**src/rtl/muldiv_pkg.sv**
```systemverilog
// Shared types and helpers for the iterative multiply/divide unit.
// The magnitude helper is sized for the XLEN-wide register file the unit sits beside.
package muldiv_pkg;

  localparam int XLEN  = 32;
  localparam int CNT_W = $clog2(XLEN) + 1;

  typedef enum logic [1:0] {
    OP_MULT  = 2'b00,
    OP_MULTU = 2'b01,
    OP_DIV   = 2'b10,
    OP_DIVU  = 2'b11
  } op_t;

  typedef enum logic [1:0] {
    IDLE,
    CALC,
    FIX,
    WB
  } state_t;

  function automatic logic [XLEN-1:0] abs_val(input logic [XLEN-1:0] v, input logic is_signed);
    return (is_signed && v[XLEN-1]) ? (~v + XLEN'(1)) : v;
  endfunction

endpackage

```
**src/rtl/muldiv_core.sv**
```systemverilog
// Datapath for the multiply/divide unit: 2*WIDTH accumulator, one shift-add or
// restoring shift-subtract step per cycle, and the iteration counter. Honours MULDIV_EARLY_OUT_EN.
module muldiv_core
  import muldiv_pkg::*;
#(
  parameter int WIDTH = 32
) (
  input  logic               clock,
  input  logic               start,
  input  logic               step,
  input  logic               is_div,
  input  logic               div_zero,
  input  logic [WIDTH-1:0]   mag_a,
  input  logic [WIDTH-1:0]   mag_b,
  output logic               last,
  output logic [2*WIDTH-1:0] acc
);

  logic [2*WIDTH-1:0] addend;
  logic [WIDTH-1:0]   mplier;
  logic [CNT_W-1:0]   cnt;
  logic               div_mode;
  logic [WIDTH:0]     rem_sh;
  logic [WIDTH-1:0]   rem_diff;
  logic               fits;

  // Divide keeps {remainder, quotient} in acc; the divisor sits in the low half of addend.
  always_comb begin
    rem_sh   = {acc[2*WIDTH-1:WIDTH], acc[WIDTH-1]};
    fits     = rem_sh >= {1'b0, addend[WIDTH-1:0]};
    rem_diff = rem_sh[WIDTH-1:0] - addend[WIDTH-1:0];
  end

`ifdef MULDIV_EARLY_OUT_EN
  assign last = (cnt == '0) || (!div_mode && (mplier[WIDTH-1:1] == '0));
`else
  assign last = (cnt == '0);
`endif

  always_ff @(posedge clock) begin
    if (start) begin
      div_mode <= is_div;
      cnt      <= div_zero ? '0 : CNT_W'(WIDTH - 1);
      mplier   <= mag_b;
      if (is_div) begin
        acc    <= {{WIDTH{1'b0}}, mag_a};
        addend <= {{WIDTH{1'b0}}, mag_b};
      end else begin
        acc    <= '0;
        addend <= {{WIDTH{1'b0}}, mag_a};
      end
    end else if (step) begin
      cnt <= cnt - CNT_W'(1);
      if (div_mode) begin
        acc <= fits ? {rem_diff, acc[WIDTH-2:0], 1'b1}
                    : {rem_sh[WIDTH-1:0], acc[WIDTH-2:0], 1'b0};
      end else begin
        if (mplier[0]) acc <= acc + addend;
        addend <= addend << 1;
        mplier <= {1'b0, mplier[WIDTH-1:1]};
      end
    end
  end

endmodule

```
**src/rtl/muldiv_unit.sv**
```systemverilog
// Iterative multiply/divide execution stage: FSM, request/writeback handshakes and sign fix-up.
// Optional MULDIV_EARLY_OUT_EN shortens multiplies with small multipliers (see muldiv_core).
module muldiv_unit
  import muldiv_pkg::*;
#(
  parameter int WIDTH  = 32,
  parameter int ADDR_W = 5
) (
  input  logic              clock,
  input  logic              reset,
  input  logic              in_valid,
  output logic              in_ready,
  input  logic [1:0]        op,
  input  logic [WIDTH-1:0]  operand_a,
  input  logic [WIDTH-1:0]  operand_b,
  input  logic [ADDR_W-1:0] dest_addr,
  output logic              wb_valid,
  input  logic              wb_ready,
  output logic [ADDR_W-1:0] wb_addr,
  output logic [WIDTH-1:0]  wb_data,
  output logic [WIDTH-1:0]  hi_out,
  output logic [WIDTH-1:0]  lo_out,
  output logic              busy
);

  state_t              state, state_nxt;
  op_t                 op_in;
  logic                accept, is_div_in, signed_in, div_zero_in, last;
  logic [WIDTH-1:0]    mag_a, mag_b;
  logic [2*WIDTH-1:0]  acc, prod;
  logic                div_r, dz_r, neg_q_r, neg_r_r;
  logic [WIDTH-1:0]    a_r, hi_r, lo_r, fix_hi, fix_lo;
  logic [ADDR_W-1:0]   dest_r;

  assign op_in       = op_t'(op);
  assign is_div_in   = (op_in == OP_DIV) || (op_in == OP_DIVU);
  assign signed_in   = (op_in == OP_MULT) || (op_in == OP_DIV);
  assign accept      = in_valid && (state == IDLE);
  assign div_zero_in = is_div_in && (operand_b == '0);
  assign mag_a       = abs_val(operand_a, signed_in);
  assign mag_b       = abs_val(operand_b, signed_in);

  muldiv_core #(.WIDTH(WIDTH)) u_core (
    .clock    (clock),
    .start    (accept),
    .step     (state == CALC),
    .is_div   (is_div_in),
    .div_zero (div_zero_in),
    .mag_a    (mag_a),
    .mag_b    (mag_b),
    .last     (last),
    .acc      (acc)
  );

  always_ff @(posedge clock) begin
    if (reset) state <= IDLE;
    else       state <= state_nxt;
  end

  always_comb begin
    state_nxt = state;
    in_ready  = (state == IDLE);
    wb_valid  = (state == WB);
    case (state)
      IDLE:    if (in_valid) state_nxt = CALC;
      CALC:    if (last) state_nxt = FIX;
      FIX:     state_nxt = (dest_r == '0) ? IDLE : WB;
      WB:      if (wb_ready) state_nxt = IDLE;
      default: state_nxt = IDLE;
    endcase
  end

  // Divide-by-zero still passes one dummy CALC cycle; its result is overridden here.
  always_comb begin
    prod   = neg_q_r ? -acc : acc;
    fix_hi = prod[2*WIDTH-1:WIDTH];
    fix_lo = prod[WIDTH-1:0];
    if (div_r) begin
      fix_lo = neg_q_r ? -acc[WIDTH-1:0] : acc[WIDTH-1:0];
      fix_hi = neg_r_r ? -acc[2*WIDTH-1:WIDTH] : acc[2*WIDTH-1:WIDTH];
    end
    if (dz_r) begin
      fix_lo = '1;
      fix_hi = a_r;
    end
  end

  always_ff @(posedge clock) begin
    if (accept) begin
      div_r   <= is_div_in;
      dz_r    <= div_zero_in;
      neg_q_r <= signed_in && (operand_a[WIDTH-1] ^ operand_b[WIDTH-1]);
      neg_r_r <= signed_in && operand_a[WIDTH-1];
      a_r     <= operand_a;
    end
  end

  always_ff @(posedge clock) begin
    if (reset) begin
      dest_r <= '0;
      hi_r   <= '0;
      lo_r   <= '0;
    end else begin
      if (accept) dest_r <= dest_addr;
      if (state == FIX) begin
        hi_r <= fix_hi;
        lo_r <= fix_lo;
      end
    end
  end

  assign wb_addr = dest_r;
  assign wb_data = lo_r;
  assign hi_out  = hi_r;
  assign lo_out  = lo_r;
  assign busy    = ~in_ready;

endmodule

```
**config.mk**
```make
export PLATFORM = sky130hd
export DESIGN_NAME = muldiv_unit
export DESIGN_NICKNAME = d
export VERILOG_FILES = /design/src/rtl/muldiv_pkg.sv /design/src/rtl/muldiv_core.sv /design/src/rtl/muldiv_unit.sv
export SDC_FILE = /design/constraint.sdc
export NUM_CORES = 1
export LEC_CHECK = 0
export ABC_AREA = 0
export CAP_MARGIN = 20
export CORE_MARGIN = 4
export CORE_UTILIZATION = 64
export DETAILED_ROUTE_END_ITERATION = 10
export PLACE_DENSITY = 0.87
export SLEW_MARGIN = 30
export SYNTH_ARGS = -nofsm -noshare
export SYNTH_HDL_FRONTEND = slang
export SYNTH_SLANG_ARGS = --single-unit
```
**constraint.sdc**
```tcl
create_clock -name clock -period 22.4 [get_ports clock]
set_input_delay 4.48 -clock clock [delete_from_list [all_inputs] [get_ports clock]]
set_output_delay 4.48 -clock clock [all_outputs]
set_load 0.005 [all_outputs]
```
==> results of run 1 <==
stage by stage:
stage / area (um2) / setup slack, ns / hold slack (ns)
finish: 22800 / 15.01 / 0.457
floorplan: 20100 / 10.29 / 0.448
global route: 22800 / 14.71 / 0.475
detailed placement: 21800 / 14.44 / 0.450
global placement: 21800 / 14.59 / 0.444
CTS: 22800 / 15.05 / 0.459
metal layers:
metal	up-vias	track usage, %	routed length, um
li1	8645	-	-
met1	9024	54.1	26300
met2	1415	58.7	29400
met3	229	8.27	9200
met4	0	19.0	3930
met5	-	0	0
final cells by class:
| class | count | area [um2] |
|---|---|---|
| clock buffers | 36 | 803 |
| clock inverters | 20 | 220 |
| fillers | 2234 | 7980 |
| inverters | 77 | 292 |
| multi-input cells | 1824 | 11700 |
| flip-flops and latches | 273 | 7490 |
| well taps | 396 | 495 |
| repair buffers | 194 | 1900 |
power by group:
group	switching, uW	total, uW	leakage [uW]	internal (uW)
Sequential	140	778	0.00257	638
Combinational	689	1140	0.00557	452
Clock	220	522	0.000493	302
Total	1050	2440	0.00863	1390
cell usage in the layout (no fill, tap or decap), types with 20 or more instances in the layout:
master	Yosys	routed
sky130_fd_sc_hd__ha_1	101	101
sky130_fd_sc_hd__clkdlybuf4s50_1	0	176
sky130_fd_sc_hd__o22ai_1	53	53
sky130_fd_sc_hd__dfxtp_1	71	71
sky130_fd_sc_hd__or3_1	20	20
sky130_fd_sc_hd__edfxtp_1	202	202
sky130_fd_sc_hd__o21bai_1	20	20
sky130_fd_sc_hd__nor3_1	37	36
sky130_fd_sc_hd__o31ai_1	26	26
sky130_fd_sc_hd__xnor2_1	131	131
sky130_fd_sc_hd__and2_1	43	43
sky130_fd_sc_hd__a21o_1	60	60
sky130_fd_sc_hd__inv_1	76	75
sky130_fd_sc_hd__nor4_1	20	20
sky130_fd_sc_hd__mux2i_1	28	28
sky130_fd_sc_hd__nand3_1	54	54
sky130_fd_sc_hd__o211ai_1	36	36
sky130_fd_sc_hd__xor2_1	75	75
sky130_fd_sc_hd__nand2_1	234	233
sky130_fd_sc_hd__nor2_1	206	206
sky130_fd_sc_hd__a21oi_1	214	214
sky130_fd_sc_hd__clkbuf_16	0	30
sky130_fd_sc_hd__nand2b_1	23	21
sky130_fd_sc_hd__o21ai_0	168	168
sky130_fd_sc_hd__nand4_1	27	27
sky130_fd_sc_hd__o21ai_1	29	29
state kept, by name, indices dropped and copies added (netlist names):
register / count
u_core.acc: 64
u_core.addend: 64
a_r: 32
hi_out: 32
lo_out: 32
u_core.mplier: 32
u_core.cnt: 6
wb_addr: 5
state: 2
dz_r: 1
neg_q_r: 1
neg_r_r: 1
u_core.div_mode: 1
worst max-delay path: stages:
cell	delay, ns
sky130_fd_sc_hd__clkdlybuf4s50_1	0.55
sky130_fd_sc_hd__nand2_4	0.18
sky130_fd_sc_hd__inv_4	0.70
sky130_fd_sc_hd__nor2_1	0.28
sky130_fd_sc_hd__nor3_2	0.57
sky130_fd_sc_hd__buf_4	0.74
path summary, 6_finish.rpt:
check / to / cells past startpoint
worst min-delay path: hi_out[26] / 2
worst max register to register: u_core.acc[36] / 10
worst max-delay path: u_core.addend[9] / 6
worst min register to register: hi_out[26] / 2
kinds of logic (layout without fill, tap and decap cells):
family                     after synthesis  count (layout)  share of synthesized area [%]
adders and majority gates              103             103                           6.48
and+or+nand+nor                        732             732                           17.2
xor gates and xnor gates               206             206                           8.96
AOI/OAI and AO/OA                      747             747                           23.3
muxes                                   36              36                           1.84
DFF                                    273             273                           37.2
buffers and inverters                  234             327                           5.04
==> out/results.md, run 1 <==
| Result | Value |
|---|---|
| Proportion of layout cells with a drive suffix above 1 | 4.79% |
| Number of global-route vias before repair | 18100 |
| Sort of element at the start of the critical path | input port |
| Worst EP arrival | 7.60 ns |
| Sequential element share of the synthesized area | 37.2% |
| Most common cell in the synthesized netlist | sky130_fd_sc_hd__nand2_1 |
| Area share of the leading cell type in the synthesized netlist | 30.1% |
| LEAKAGE | 0.00863 uW |
| Top post-synthesis cells by count | sky130_fd_sc_hd__nand2_1 (234), sky130_fd_sc_hd__a21oi_1 (214), sky130_fd_sc_hd__nor2_1 (206) |
| Kind of end point of the critical path | register |
| Overall die area | 34300 um2 |
| Number of nets with antenna violations after detailed routing | 0 |
| Count of clock tree sinks | 273 |
| Routed wirelength normalized by instance count | 24.4 um |
| Via count normalized by instance count | 6.85 |
| # hold bufs at CTS | 0 |
| Die extent in x | 185 um |
| Number of placement rows | 64 |
| Leading post-synthesis cells by cell area | sky130_fd_sc_hd__edfxtp_1 (30%), sky130_fd_sc_hd__dfxtp_1 (7.1%), sky130_fd_sc_hd__ha_1 (6.3%) |
| Hold Path Class | reg2reg |
| Transition time at the pin with the least slew margin | 0.988 ns |
| Hold Violations, Final | 0 |
| Worst setup slack for register-to-register paths | 17.61 ns |
| Largest fanout on the critical path | 86 |
| Distinct cell type count of the synthesized netlist | 87 |
| Number of iterations in the first detailed-routing pass | 6 |
| I/O pin count | 179 |
| Number of flops mapped to enable cells by yosys | 202 |
| Area delta synth->final | 13.5% |
| Post-route fraction of the period consumed by the critical path | 33.0% |
| Launch point of the worst hold path | hi_out[26] |
| Biggest area consumer among synthesized cells | sky130_fd_sc_hd__edfxtp_1 |
| Core outline area | 30800 um2 |
| Final Core Density | 74.1% |
| Number of placed instances, taps included | 2764 |
| Fraction of registers with async set/reset | 0% |
| Post-Syn Area | 20100 um2 |
| Number of gates resized after CTS | 0 |
| Unrepaired setup endpoints after global routing | no |
| Drt total wl | 68.8 mm |
| Number of buffers added by the clock tree synthesis step | 30 |
| All-layer global routing usage | 39.1% |
| Ys Warns | 0 |
| PnR Total Power | 2440 uW |
| Nets@finish | 2578 |
| Status | finished clean |
| Max-capacitance violation count | 0 |
| Total Neg Setup Slack | 0 ns |
| Congestion Overflow GR | 0 |
| Clock tree root buffer cell | sky130_fd_sc_hd__clkbuf_16 |
| Count of non-filler cells in the finished layout | 2820 |
| Total power density per cell area | 107 nW/um2 |
| Detailed-route via count | 19300 |
| Die Height | 185 um |
| Average size of a mapped cell | 8.63 um2 |
| CTS tree | done |
| Setup-violating endpoint count in the final report | 0 |
| DR iter-0 viols | 2667 |
| Number of port buffers | 178 |
| Number of register bits inferred by synthesis | 273 |
| Post-synthesis cell count | 2331 |
| Wire length of the first global-routing pass | 105 mm |
| HPWL after detailed placement | 51.7 mm |
| Launching point of the worst reg2reg path | u_core.acc[37] |
| Setup Skew | 0.0137 ns |
| Clock-pin slew on the worst setup and hold paths | 0.06 ns |
| Initial antenna violation count | 1 |
| Count of buffers added by post-CTS timing repair for setup | 0 |
| Maximum number of pins on one net before global-route repair | 114 |
| Starting density of the core | 65.3% |
| Required time at the endpoint of the critical path | 22.61 ns |
| Insertion delay of the later-clocked pin in the worst-skew pair | 0.59 ns |
| Startpoint of the worst setup timing path | in_valid |
| Number of inserted diodes | 0 |
| Maximum vdd ir drop | 0.0862 mV |
| Post-Synthesis Net Count | 2509 |
| Bufs on Longest Clock Path | 3 |
| CP Class | in2reg |
| Number of max-slew violations in the final report | 0 |
| Top FF cell, synth | sky130_fd_sc_hd__edfxtp_1 |
| Depth of the CTS H-tree | 1 |
| Max-slew headroom at the worst pin | 33.5% |
| Final weighted congestion in routability-driven placement | 1.03 |
| DRC Markers | 0 |
| Highest achievable clock rate | 135 MHz |
| Time the final worst path needs with I/O delays and setup | 7.39 ns |
Note: power is estimated with default switching activity, not from simulation.
==> run 2: changes to the inputs <==
--- a/config.mk
+++ b/config.mk
@@ -8,9 +8,9 @@
 export ABC_AREA = 0
 export CAP_MARGIN = 20
 export CORE_MARGIN = 4
-export CORE_UTILIZATION = 64
+export CORE_UTILIZATION = 54
 export DETAILED_ROUTE_END_ITERATION = 10
-export PLACE_DENSITY = 0.87
+export PLACE_DENSITY = 0.78
 export SLEW_MARGIN = 30
 export SYNTH_ARGS = -nofsm -noshare
 export SYNTH_HDL_FRONTEND = slang
==> constraint.sdc (replaced) <==
create_clock -name clock -period 6.5 [get_ports clock]
set_input_delay 1.3 -clock clock [delete_from_list [all_inputs] [get_ports clock]]
set_output_delay 1.3 -clock clock [all_outputs]
set_load 0.005 [all_outputs]
==> out/results.md, run 2 (same netlist as run 1, synthesis figures left out) <==
| Result | Value | Delta |
|---|---|---|
| Status | finished clean |  |
| Time the final worst path needs with I/O delays and setup | 4.56 ns |  |
| Final weighted congestion in routability-driven placement | 1.04 | +1.4% |
| Number of global-route vias before repair | 17000 | -5.9% |
| Max-capacitance violation count | 0 | unchanged |
| Via count normalized by instance count | 6.47 | -5.5% |
| Least setup slack across all paths after layout | 1.94 ns | -13.07 ns |
| Overall die area | 40400 um2 | +18% |
| Highest-count cells in the layout ignoring fill and taps | sky130_fd_sc_hd__nand2_1 (233), sky130_fd_sc_hd__a21oi_1 (214), sky130_fd_sc_hd__nor2_1 (206) |  |
| Highest achievable clock rate | 219 MHz |  |
| Proportion of layout cells with a drive suffix above 1 | 5.06% | +0.28 points |
| Registers with the most flip-flops | u_core.acc (64), u_core.addend (64) |  |
| Drt total wl | 67.5 mm | -2.0% |
| Number of nets with antenna violations after detailed routing | 0 | unchanged |
| Nets@finish | 2583 | +0.19% |
| Routed wirelength normalized by instance count | 23.3 um | -4.6% |
| Largest fanout on the critical path | 33 | -62% |
| Congestion Overflow GR | 0 | unchanged |
| Number of placement rows | 70 | +9.4% |
| DR iter-0 viols | 2350 | -12% |
| Total Neg Setup Slack | 0 ns | unchanged |
| Clock tree root buffer cell | sky130_fd_sc_hd__clkbuf_16 |  |
| End of the worst register-to-register path | u_core.acc[43] |  |
| Number of inserted diodes | 0 | unchanged |
| Transition time at the pin with the least slew margin | 1.09 ns | +0.100 ns |
| Launching point of the worst reg2reg path | u_core.acc[37] |  |
| Hold Violations, Final | 0 | unchanged |
| Wire length of the first global-routing pass | 102 mm | -2.6% |
| All-layer global routing usage | 31.8% | -7.3 points |
| Maximum vdd ir drop | 0.259 mV | +200% |
| CTS tree | done |  |
| Setup-violating endpoint count in the final report | 0 | unchanged |
| Number of max-slew violations in the final report | 0 | unchanged |
| Count of clock tree sinks | 273 | unchanged |
| Depth of the CTS H-tree | 1 | unchanged |
| Max-slew headroom at the worst pin | 25.6% | -7.9 points |
| LEAKAGE | 0.00864 uW | about the same |
| Sort of element at the start of the critical path | register |  |
| Worst EP arrival | 4.89 ns | -2.71 ns |
| Starting density of the core | 54.8% | -10 points |
| Bufs on Longest Clock Path | 3 | unchanged |
| Die Height | 201 um | +8.5% |
| Unrepaired setup endpoints after global routing | no |  |
| Number of buffers added by the clock tree synthesis step | 30 | unchanged |
| Setup slack at placement | 2.01 ns | -12.42 ns |
| Kind of end point of the critical path | register |  |
| Worst reg-to-reg path cell count | 10 | unchanged |
| Number of port buffers | 178 | unchanged |
| Most common cell after layout, fill and taps aside | sky130_fd_sc_hd__nand2_1 |  |
| CP Class | reg2reg |  |
| DRC Markers | 0 | unchanged |
| Required time at the endpoint of the critical path | 6.83 ns | -15.78 ns |
| Worst setup slack for register-to-register paths | 1.94 ns | -15.67 ns |
| # hold bufs at CTS | 0 | unchanged |
| Filler cell count in the final layout | 3121 | +40% |
| Count of buffers added by post-CTS timing repair for setup | 0 | unchanged |
| Maximum number of pins on one net before global-route repair | 87 | -24% |
| Hold Path Class | reg2reg |  |
| Number of iterations in the first detailed-routing pass | 6 | unchanged |
| Total power density per cell area | 360 nW/um2 | +240% |
| Clock-pin slew on the worst setup and hold paths | 0.07 ns | about the same |
| Hold EP | hi_out[29] |  |
| Launch point of the worst hold path | hi_out[29] |  |
| Worst hold path stage count | 2 | unchanged |
| HPWL after detailed placement | 52.5 mm | +1.6% |
| Post-route fraction of the period consumed by the critical path | 70.2% |  |
| Core outline area | 36700 um2 | +19% |
| Detailed-route via count | 18800 | -2.9% |
| Setup Skew | 0.0306 ns | +0.0168 ns |
| I/O pin count | 179 | unchanged |
| Initial antenna violation count | 1 | unchanged |
| Die extent in x | 201 um | +8.5% |
| Number of gates resized after CTS | 0 | unchanged |
| Area delta synth->final | 13.8% |  |
| Insertion delay of the later-clocked pin in the worst-skew pair | 0.60 ns | about the same |
==> run 2: changes by cell type in the layout (fill, tap and decap cells not counted), moves of 2 or more <==
cell	change
sky130_fd_sc_hd__buf_4	+6
sky130_fd_sc_hd__bufinv_16	-4
sky130_fd_sc_hd__clkinv_4	+3
sky130_fd_sc_hd__inv_4	+3
sky130_fd_sc_hd__clkinv_1	-2
sky130_fd_sc_hd__clkinvlp_4	-2
==> run 2: power by group <==
part           switching (uW)  total, uW  internal (uW)
Combinational            2370       3930           1560
Clock                     763       1680            916
Sequential                436       2630           2200
Total                    3570       8240           4670
==> run 2: critical path, cell delays in order, from the launching register on <==
cell and delay (ns):
sky130_fd_sc_hd__edfxtp_1 0.57, sky130_fd_sc_hd__ha_1 0.44, sky130_fd_sc_hd__a2111oi_0 0.69, sky130_fd_sc_hd__a21oi_1 0.17
sky130_fd_sc_hd__o21ai_1 0.44, sky130_fd_sc_hd__o31a_1 0.37, sky130_fd_sc_hd__o21a_1 0.53, sky130_fd_sc_hd__buf_4 0.47
sky130_fd_sc_hd__mux2_2 0.39, sky130_fd_sc_hd__a21oi_1 0.15, sky130_fd_sc_hd__nor2_1 0.06
==> run 2: final cells by class <==
type                       instances  area [um2]  share of cell area (%)
clock buffer                      38         833                    3.64
timing repair buffer             199        1930                    8.42
tap                              468         586                    2.56
multi-input combinational       1824       11700                    50.9
inverter                          77         292                    1.27
clock inverter                    18         126                   0.552
sequential                       273        7490                    32.7
==> run 2: metal layers <==
layer	track usage, %	routed length [um]	vias to the layer above
li1	-	-	8674
met1	47.8	29400	8844
met2	46.4	28000	1107
met3	6.85	8000	124
met4	8.75	2080	2
met5	0	18	-
==> run 2: worst max-delay path by stage <==
stage                        start                end  slack [ns]  cells after the start
finish              u_core.acc[37]     u_core.acc[43]        1.94                     10
global placement      operand_b[6]  u_core.addend[29]        2.10                     11
CTS                 u_core.acc[37]     u_core.acc[43]        2.00                     10
detailed placement    operand_b[6]  u_core.addend[29]        2.01                     11
global route        u_core.acc[37]     u_core.acc[42]        1.62                     10
floorplan                 in_valid   u_core.addend[0]        0.51                      5
==> run 2: stage by stage <==
step | area, um2 | hold WS (ns) | power, uW | utilization, % | std cells
2_1_floorplan | 20100 | 0.448 | 5340 | - | 2331
5_1_grt | 22900 | 0.482 | 8690 | 62.4 | 2897
3_3_place_gp | 21900 | 0.443 | 6400 | 59.8 | 2841
6_report | 22900 | 0.464 | 8240 | 62.4 | 2897
3_5_place_dp | 22000 | 0.457 | 6440 | 59.8 | 2841
4_1_cts | 22900 | 0.466 | 8130 | 62.4 | 2897
